**src/rtl/signed_comparator.sv**
```systemverilog
// Registered three-way signed comparator: dout is +1 (A>B), 0 (A==B) or -2 (A<B),
// one cycle after the operands are sampled.
module signed_comparator #(
  parameter int WIDTH = 16
) (
  input  logic                    CLK,
  input  logic                    RST,
  input  logic signed [WIDTH-1:0] A,
  input  logic signed [WIDTH-1:0] B,
  output logic signed [2:0]       dout
);

  // The less-than code is -2 rather than -1 so that downstream arithmetic can
  // tell it apart from the greater-than code by magnitude as well as by sign.
  typedef enum logic [2:0] {
    CMP_EQ = 3'b000,
    CMP_GT = 3'b001,
    CMP_LT = 3'b110
  } cmp_code_e;

  cmp_code_e dout_d;
  cmp_code_e dout_q;

  always_comb begin
    dout_d = CMP_EQ;
    if (A > B) begin
      dout_d = CMP_GT;
    end else if (A < B) begin
      dout_d = CMP_LT;
    end
  end

  always_ff @(posedge CLK) begin
    if (RST) begin
      dout_q <= CMP_EQ;
    end else begin
      dout_q <= dout_d;
    end
  end

  assign dout = dout_q;

endmodule

```
**config.mk**
```make
export PLATFORM = sky130hd
export DESIGN_NAME = signed_comparator
export DESIGN_NICKNAME = d
export VERILOG_FILES = /design/src/rtl/signed_comparator.sv
export SDC_FILE = /design/constraint.sdc
export NUM_CORES = 1
export LEC_CHECK = 0
export BUFFER_PORTS_ARGS = -buffer_cell sky130_fd_sc_hd__clkbuf_2
export CAP_MARGIN = 20
export CORE_AREA = 2 2 39 41
export CTS_BUF_LIST = sky130_fd_sc_hd__clkbuf_8
export DETAILED_ROUTE_END_ITERATION = 16
export DIE_AREA = 0 0 41 43
export HOLD_SLACK_MARGIN = 0.03
export PLACE_DENSITY = 0.82
export SLEW_MARGIN = 40
export SYNTH_ARGS = -nofsm -noshare
export SYNTH_HDL_FRONTEND = slang
export SYNTH_SLANG_ARGS = --single-unit
export TNS_END_PERCENT = 50
```
**constraint.sdc**
```tcl
create_clock -name CLK -period 5.4 [get_ports CLK]
set_clock_uncertainty 0.15 [all_clocks]
set_input_delay 0.54 -clock CLK [delete_from_list [all_inputs] [get_ports CLK]]
set_output_delay 0.54 -clock CLK [all_outputs]
set_load 0.1 [all_outputs]
```
# --- After elaboration in Yosys (flattened, before gate mapping) ---
# Cells that the tools add are included.
# Widths: inputs -> output; s select.
op_classes:
  mux: 2
  order_cmp: 2
  n_reduce_logical: 1
ops:
  columns: ["cell", "count"]
  rows:
  - ["$gt 16x16->1", 1]
  - ["$lt 16x16->1", 1]
  - ["$mux 3", 1]
  - ["$reduce_or 2->1", 1]
  - ["$mux 1", 1]
word_totals:
  inputBits: 34
  regBits: 3
  word_cells: 7

# --- Logic depth before layout (Yosys ltp) ---
# Gate-level depths: netlist of the first run.
logic_depth:
  word_depth: 3
  depth_mapped: 7

# --- Least setup slack after synthesis of the first run ---
# OpenSTA, ideal clock, no wires.
synth_path:
  kind: "input port to flip-flop"
  start: "input B[13]"
  end: "register dout_q[1], in the netlist dout[1]"
  setup_ps: 58
  setup_slack_ps: 3240
  path_stages: 7
  arrival_time_ps: 1951
  path_cell_list: "inv_1 ha_1 a211oi_2 o22ai_1 or4b_1 a211oi_2 o21ba_1"
synth_via:
  elab_chain_cells: 2
  word_cells_on_any_way: 4
  classes_between: "order compare: 2; mux: 1; reduce/logical: 1"
synth_lines:
  columns: ["item", "line", "rtl"]
  rows:
  - ["start: declaration", "9", "input logic signed [WIDTH-1:0] B,"]
  - ["$lt 16x16->1 or $gt 16x16->1 (tied branches)", "28, 26", null]
  - ["$mux 3 or $reduce_or 2->1 (tied branches)", null, null]
  - ["end signal: assignment", "37", "dout_q <= dout_d;"]
  - ["end: declaration", "22", "cmp_code_e dout_q;"]
# Several ways; a longest one is shown, not always the timed one.
# A chain may end at the register's enable or synchronous reset.

# --- Worst setup path in the final report of the first run ---
layout_path:
  start: "input B[15]"
  end: "register dout_q[1], in the netlist dout[1]"
# Same word-level chain as after synthesis.

==> results of run 1 <==
-- synth_stat cells, drive strengths merged --
cell type	instances
and4	1
buf	1
nand2	3
nor2	2
inv	16
a21boi	1
a21o	1
nand4	2
o211ai	1
nor2b	1
nor4	1
ha	16
dfxtp	2
a21oi	6
o21ba	1
a211oi	2
nor3	3
or4b	1
o21ai	1
o22ai	1
-- metal layers --
metal | up-vias | global-route usage, %
met2 | 19 | 22.8
met5 | - | 0
met4 | 0 | 8.67
met1 | 245 | 14.7
li1 | 297 | -
met3 | 2 | 1.57
-- final timing paths --
kind      end  cells past startpoint
max   dout[1]                      8
min   dout[0]                      3
-- where the power goes --
group	internal, mW	total, mW	switching (mW)
registers	0.0167	0.0172	0.000585
logic	0.0237	0.0623	0.0386
clock network	0.0470	0.0576	0.0105
-- cell usage in the layout (no fill, tap or decap) --
cell type	instances
clkbuf_2	36
inv_1	16
ha_1	16
a21oi_1	6
nand2_1	3
nor3_1	3
clkbuf_8	3
nand4_1	2
a211oi_2	2
nor2_1	2
dfxtp_1	2
o21ai_0	1
nor2b_1	1
o211ai_1	1
nor4_1	1
a21boi_0	1
o22ai_1	1
or4b_1	1
o21ba_1	1
and4_1	1
a21o_1	1
-- through the flow --
stage / instance area, µm² / hold WS (ns) / setup slack [ns] / utilization, % / instances
floorplan: 484 / 0.532 / 3.24 / - / 63
global placement: 677 / 0.641 / 3.09 / 48.9 / 114
detailed placement: 677 / 0.650 / 3.01 / 48.9 / 114
CTS: 718 / 0.434 / 3.23 / 51.9 / 117
global route: 718 / 0.442 / 3.02 / 51.9 / 117
finish: 718 / 0.431 / 3.22 / 51.9 / 117
-- worst max-delay path, delay by kind of cell --
kind                       cells  cell delay (ns)
adders and majority gates      1             0.32
AOI/OAI and AO/OA              3             0.56
and+or+nand+nor                2             0.60
buffers and inverters          2             0.11
-- area by class of cell --
| cell class | instances | area share, % |
|---|---|---|
| Clock buffer | 3 | 5.75 |
| Inverter | 16 | 8.36 |
| Multi-Input combinational cell | 44 | 52.4 |
| Sequential cell | 2 | 5.57 |
| Tap cell | 16 | 2.79 |
| Timing Repair Buffer | 36 | 25.1 |
-- cell families (layout without fill, tap and decap cells) --
group,count (synthesis),count (layout),synth area share [%]
AOI/OAI and AO/OA,14,14,20.4
buffers and inverters,17,55,14.0
DFF,2,2,8.27
and+or+nand+nor,14,14,16.0
adders and majority gates,16,16,41.3
==> metrics.md, run 1 <==
| Metric | Value |
|---|---|
| Status | completed |
| Routed WL | 1110 µm |
| Clk slew on worst S/H paths | 0.03 ns |
| Warnings, synthesis | 0 |
| Vias in the first global route | 529 |
| Die X | 41 µm |
| Data arrival time of the worst path | 2.12 ns |
| Shortest period the worst path allows | 2.18 ns |
| Slowest stage delay, CP | 0.41 ns |
| Port bufs | 36 |
| Avg Inst Size Synth | 7.69 µm² |
| Ranking of synthesized cells by area | ha_1 41%, inv_1 12%, dfxtp_1 8.3% |
| Worst Max-Slew Pin Slew | 0.544 ns |
| Postcts setup bufs | 0 |
| First-pass GRT wire length | 1710 µm |
| Max Used Layer | met4 |
| Multi-input logic area | 377 µm² |
| DRT Pass-1 Iters | 1 |
| HP Start | RST |
| Layout Nets | 153 |
| Critical path class | in2reg |
| Crit-path slowest cell | nor4_1 |
| Hpwl dp | 1030 µm |
| Die Span Y | 43 µm |
| # rows | 14 |
| Max Cap Viol | 0 |
| Peak fanout along the critical path | 4 |
| Hold Vio Cnt, Final | 0 |
| Ports | 37 |
| Nature of the critical path startpoint | input pin |
| GRT Total Usage | 13.5% |
| Area Growth Syn to Fin | 48.3% |
| RSZ-0062 raised after global routing | false |
| Worst setup startpoint | B[15] |
| Clock sinks | 2 |
| Total CTS buffers | 3 |
| CTS Hold Bufs | 0 |
| CTS tree | built |
| FF/Latch Area | 40.0 µm² |
| M1 wire length | 413 µm |
| ANT cells | 0 |
| Routed wl met2 | 617 µm |
| Final Setup Violations | 0 |
| Fmax | 459 MHz |
| Leak Pwr | 0.456 nW |
| Routed length per placed instance | 9.46 µm |
| Average via count per standard cell | 4.81 |
| Total power draw | 137 µW |
| Synthesized flop and latch total | 2 |
| Met3 routed WL | 65 µm |
| Relative slew slack | 63.9% |
| Initial core utilization | 35.0% |
| Final Cycle Share | 40.3% |
| Layout cells sized above 1 | 40.6% |
| Max-slew violation count | 0 |
| Die ar. | 1760 µm² |
| CP required | 5.35 ns |
| ANT nets after route | 0 |
| Pwr dens | 191 nW/µm² |
| Yosys top cell area share | 41.3% |
| Mapped Cells | 63 |
| CTS root buf | clkbuf_8 |
| CP cell instances | clkbuf_2 > inv_1 > ha_1 > nand4_1 > nor4_1 > a21boi_0 > a211oi_2 > o21ba_1 |
| Register area share after synthesis | 8.27% |
| Largest register FFs | 2 |
| Mapped Area | 484 µm² |
| Yosys cell types | 20 |
| Fillers | 152 |
| Post-CTS Resized | 0 |
| Max VDD drop | 155 µV |
| H-tree levels | 1 |
| Routability cong. | 0.656 |
| Core footprint | 1380 µm² |
| Total gr overflow | 0 |
| Crit end category | register |
| Largest net degree at the start of global routing | 5 |
| Hold Path Class | in2reg |
| DRT iter0 DRCs | 0 |
| Area leader, netlist | ha_1 |
| DRC | 0 |
| Via count | 563 |
| Syn_nets | 113 |
| Antenna violations before repair | 0 |
| Final setup TNS | 0 ns |
| Longest Clk Path Bufs | 2 |
Note: power is estimated with default switching activity, not from simulation.
==> run 2, diff against run 1 <==
- CORE_AREA: 2 2 39 41 -> default
- CORE_MARGIN: default -> 2
- CORE_UTILIZATION: default -> 36
- DIE_AREA: 0 0 41 43 -> default
- PLACE_DENSITY: 0.82 -> 0.84
- clock period: 5.4 -> 2 ns (I/O delays scaled with it)
==> run 2 against run 1 <==
  * Flip-flop and latch count did not move
  * Clock-buffer cell count did not move
  * Design area rose by 0.87%
  * Global-route usage rose by 1.0 points
  * Sequential share of layout area barely moved
  * Setup slack got worse by 3.0 ns
  * Via count fell by 3.2%
  * Critical path type unchanged
==> metrics.md, run 2 (synthesized netlist as in run 1, its figures left out) <==
| Metric | Value |
|---|---|
| DRC | 0 (unchanged) |
| Met3 routed WL | 84 µm (was 65 µm) |
| Hold Slack | 0.0834 ns (was 0.431 ns) |
| First-pass GRT wire length | 1570 µm (was 1710 µm) |
| Routed WL | 1050 µm (was 1110 µm) |
| DRT iter0 DRCs | 0 (unchanged) |
| Commonest non-fill, non-tap cell in the layout | clkbuf_2 (unchanged) |
| Max-slew violation count | 0 (unchanged) |
| Crit end category | register (unchanged) |
| Multi-input logic area | 377 µm² (unchanged) |
| Vias in the first global route | 454 (was 529) |
| Ports | 37 (unchanged) |
| Fillers | 129 (was 152) |
| Pwr dens | 516 nW/µm² (was 191 nW/µm²) |
| CTS Hold Bufs | 0 (unchanged) |
| Routability cong. | 0.608 (was 0.656) |
| Hold Path Class | in2reg (unchanged) |
| Initial core utilization | 37.7% (was 35.0%) |
| DRT Pass-1 Iters | 1 (unchanged) |
| Critical path class | in2reg (unchanged) |
| Port bufs | 36 (unchanged) |
| Hpwl dp | 975 µm (was 1030 µm) |
| RSZ-0062 raised after global routing | false (unchanged) |
| Die ar. | 1650 µm² (was 1760 µm²) |
| Peak fanout along the critical path | 2 (was 4) |
| ANT cells | 0 (unchanged) |
| Final Setup Violations | 0 (unchanged) |
| Commonest non-fill, non-tap cells in the layout | 36 x clkbuf_2, 16 x inv_1, 16 x ha_1, 6 x a21oi_1 (unchanged) |
| CP required | 2.00 ns (was 5.35 ns) |
| Die Span Y | 40.7 µm (was 43 µm) |
| # rows | 13 (was 14) |
| Routed wl met2 | 517 µm (was 617 µm) |
| GRT Total Usage | 14.5% (was 13.5%) |
| ANT nets after route | 0 (unchanged) |
| Leak Pwr | 0.462 nW (was 0.456 nW) |
| Die X | 40.7 µm (was 41 µm) |
| Layout Nets | 154 (was 153) |
| Worst Max-Slew Pin Slew | 0.541 ns (was 0.544 ns) |
| CTS tree | built (unchanged) |
| Hold Vio Cnt, Final | 0 (unchanged) |
| Data arrival time of the worst path | 1.81 ns (was 2.12 ns) |
| Largest register FFs | 2 (unchanged) |
| Via count | 545 (was 563) |
| Largest net degree at the start of global routing | 5 (unchanged) |
| Longest Clk Path Bufs | 2 (unchanged) |
| Relative slew slack | 64.1% (was 63.9%) |
| Max Cap Viol | 0 (unchanged) |
| Post-place setup slack | -0.0254 ns (was 3.01 ns) |
| Final Cycle Share | 90.2% |
| CTS root buf | clkbuf_8 (unchanged) |
| Routed length per placed instance | 8.93 µm (was 9.46 µm) |
| Area Growth Syn to Fin | 49.6% (was 48.3%) |
| Status | completed (unchanged) |
| H-tree levels | 1 (unchanged) |
| Layout cells sized above 1 | 41.2% (was 40.6%) |
| Antenna violations before repair | 0 (unchanged) |
| Total gr overflow | 0 (unchanged) |
| FF/Latch Area | 40.0 µm² (unchanged) |
| Final worst setup slack | 0.196 ns (was 3.22 ns) |
| M1 wire length | 434 µm (was 413 µm) |
| Core footprint | 1280 µm² (was 1380 µm²) |
| Shortest period the worst path allows | 1.80 ns |
| Clock sinks | 2 (unchanged) |
| Clk slew on worst S/H paths | 0.03 ns (about the same) |
| Fmax | 554 MHz |
| Total CTS buffers | 3 (unchanged) |
| Nature of the critical path startpoint | input pin (unchanged) |
| Average via count per standard cell | 4.66 (was 4.81) |
| Max VDD drop | 553 µV (was 155 µV) |
| Post-CTS Resized | 0 (unchanged) |
| Max Used Layer | met4 (unchanged) |
| Postcts setup bufs | 0 (unchanged) |
## run 2: changes by cell type in the layout (fill, tap and decap cells not counted), sizes merged
cell	delta
buf	+1
## run 2: cell type report
| cell class | instances | share of cell area, % |
|---|---|---|
| multi-input combinational | 44 | 52.0 |
| tap | 15 | 2.59 |
| sequential | 2 | 5.53 |
| clock buffer | 3 | 5.70 |
| timing repair buffer | 37 | 25.9 |
| inverter | 16 | 8.29 |
## run 2: path summary, 6_finish.rpt
kind	end	depth (start not counted)	startpoint
min	dout[0]	3	RST
max	dout[1]	8	B[13]
## run 2: report_power, final
part / leakage, nW / switching, mW / internal [mW]
clock network: 0.0216 / 0.0339 / 0.127
logic: 0.424 / 0.102 / 0.0635
registers: 0.0167 / 0.00179 / 0.0450
total: 0.462 / 0.138 / 0.236
## run 2: critical path, cell delays in order
cell	delay, ns
clkbuf_2	0.07
inv_1	0.03
ha_1	0.29
a211oi_2	0.24
o22ai_1	0.12
or4b_1	0.49
a211oi_2	0.20
o21ba_1	0.16
## run 2: per-layer routing
metal  vias to the layer above  GRT usage, %
li1                        300             -
met1                       223          15.6
met2                        20          25.0
met3                         2          6.52
met4                         0          5.00
met5                         -             0
## run 2: stage by stage
stage	utilization [%]	instance area, µm²	instances	TNS (ns)	power (mW)
after global placement	53.2	683	114	-0.0402	0.210
after detailed placement	53.2	683	114	-0.0254	0.214
after floorplan	-	484	63	0	0.165
after CTS	56.4	724	117	0	0.380
after global routing	56.4	724	117	0	0.402
final	56.4	724	117	0	0.374
==> run 3, diff against run 2 <==
- CORE_UTILIZATION: 36 -> 34
- CTS_BUF_LIST: sky130_fd_sc_hd__clkbuf_8 -> default
- PLACE_DENSITY: 0.84 -> 0.81
==> run 3 against run 2 <==
  * Critical path depth is the same
  * Via count up 1.1%
  * Clock power down 43%
  * Utilization down 2.2 points
  * Flip-flop and latch count unchanged
  * Routed wire length up 8.1%
  * Largest power group unchanged
==> metrics.md, run 3 (synthesized netlist as in run 1, its figures left out) <==
| Metric | Value |
|---|---|
| Fmax | 567 MHz (was 554 MHz) |
| Routed WL | 1130 µm (was 1050 µm) |
| Largest register FFs | 2 (unchanged) |
| Post-place setup slack | -0.00221 ns (was -0.0254 ns) |
| Average via count per standard cell | 4.67 (was 4.66) |
| Max Used Layer | met3 (was met4) |
| Longest Clk Path Bufs | 2 (unchanged) |
| Leak Pwr | 0.459 nW (was 0.462 nW) |
| Post-CTS Resized | 0 (unchanged) |
| Data arrival time of the worst path | 1.78 ns (was 1.81 ns) |
| Die ar. | 1740 µm² (was 1650 µm²) |
| Clk slew on worst S/H paths | 0.03 ns (about the same) |
| Antenna violations before repair | 0 (unchanged) |
| Clock sinks | 2 (unchanged) |
| Crit end category | register (unchanged) |
| Max VDD drop | 307 µV (was 553 µV) |
| Placed Area | 691 µm² (was 683 µm²) |
| Pwr dens | 433 nW/µm² (was 516 nW/µm²) |
| Worst Max-Slew Pin Slew | 0.539 ns (was 0.541 ns) |
| Critical path class | in2reg (unchanged) |
| Total CTS buffers | 3 (unchanged) |
| Core footprint | 1320 µm² (was 1280 µm²) |
| DRT Pass-1 Iters | 3 (was 1) |
| Final setup TNS | 0 ns (unchanged) |
| Via count | 551 (was 545) |
| Finished Layout Cells | 118 (was 117) |
| Commonest non-fill, non-tap cell in the layout | clkbuf_2 (unchanged) |
| Max Cap Viol | 0 (unchanged) |
| Peak fanout along the critical path | 2 (unchanged) |
| Total gr overflow | 0 (unchanged) |
| # rows | 13 (unchanged) |
| Final worst setup slack | 0.235 ns (was 0.196 ns) |
| Final Cycle Share | 88.2% (was 90.2%) |
| First-pass GRT wire length | 2210 µm (was 1570 µm) |
| Vias in the first global route | 569 (was 454) |
| H-tree levels | 1 (unchanged) |
| RSZ-0062 raised after global routing | false (unchanged) |
| Fillers | 138 (was 129) |
| Die X | 41.7 µm (was 40.7 µm) |
| M1 wire length | 460 µm (was 434 µm) |
| Total power draw | 309 µW (was 374 µW) |
| Max-slew violation count | 0 (unchanged) |
| Hpwl dp | 1040 µm (was 975 µm) |
| Layout cells sized above 1 | 41.7% (was 41.2%) |
| FF/Latch Area | 40.0 µm² (unchanged) |
| Postcts setup bufs | 0 (unchanged) |
| Hold Slack | 0.0795 ns (was 0.0834 ns) |
| Routed length per placed instance | 9.58 µm (was 8.93 µm) |
| Layout Nets | 155 (was 154) |
| Routed wl met2 | 599 µm (was 517 µm) |
| Area Growth Syn to Fin | 47.3% (was 49.6%) |
| Hold Path Class | in2reg (unchanged) |
| Nature of the critical path startpoint | input pin (unchanged) |
| Initial core utilization | 36.8% (was 37.7%) |
| Status | completed (unchanged) |
| Port bufs | 36 (unchanged) |
| CTS root buf | clkbuf_4 (was clkbuf_8) |
| Fin util | 54.1% (was 56.4%) |
| Final Setup Violations | 0 (unchanged) |
| CTS tree | built (unchanged) |
| Shortest period the worst path allows | 1.76 ns (was 1.80 ns) |
| Relative slew slack | 64.2% (was 64.1%) |
| Hold Vio Cnt, Final | 0 (unchanged) |
| Largest net degree at the start of global routing | 5 (unchanged) |
| GRT Total Usage | 15.4% (was 14.5%) |
| CTS Hold Bufs | 0 (unchanged) |
| Multi-input logic area | 377 µm² (unchanged) |
| DRT iter0 DRCs | 1 (was 0) |
| Cells after DPL | 115 (was 114) |
| Die Span Y | 41.7 µm (was 40.7 µm) |
| Final Cell Area | 713 µm² (was 724 µm²) |
| ANT nets after route | 0 (unchanged) |
| Met3 routed WL | 70 µm (was 84 µm) |
| Routability cong. | 0.640 (was 0.608) |
| Ports | 37 (unchanged) |
| Commonest non-fill, non-tap cells in the layout | 36 x clkbuf_2, 16 x inv_1, 16 x ha_1, 6 x a21oi_1 (unchanged) |
| DRC | 0 (unchanged) |
| CP required | 2.02 ns (was 2.00 ns) |
| ANT cells | 0 (unchanged) |
==> run 3: report_power, final <==
group          switching [mW]  internal (mW)  leakage (nW)
Combinational           0.104         0.0659         0.428
Clock                  0.0255         0.0664        0.0138
Sequential            0.00183         0.0449        0.0167
==> run 3: layout make-up <==
| cell class | instances | share of cell area [%] |
|---|---|---|
| inverter | 16 | 8.42 |
| timing repair buffer | 38 | 27.4 |
| sequential | 2 | 5.61 |
| clock buffer | 3 | 3.16 |
| tap | 15 | 2.63 |
| multi-input combinational | 44 | 52.8 |
==> run 3: worst paths after layout <==
check | from | to | cells after the start
worst max-delay path | B[13] | dout[1] | 8
worst min-delay path | RST | dout[0] | 3
==> run 3: critical path, stage by stage <==
cell	delay, ns
clkbuf_2	0.08
inv_1	0.03
ha_1	0.29
a211oi_2	0.21
o22ai_1	0.12
or4b_1	0.49
a211oi_2	0.20
o21ba_1	0.16
==> run 3: routing by layer <==
layer  up-vias  track usage, %
li1        301               -
met1       232            17.9
met2        18            28.7
met3         0            1.30
met4         0            5.81
met5         -               0
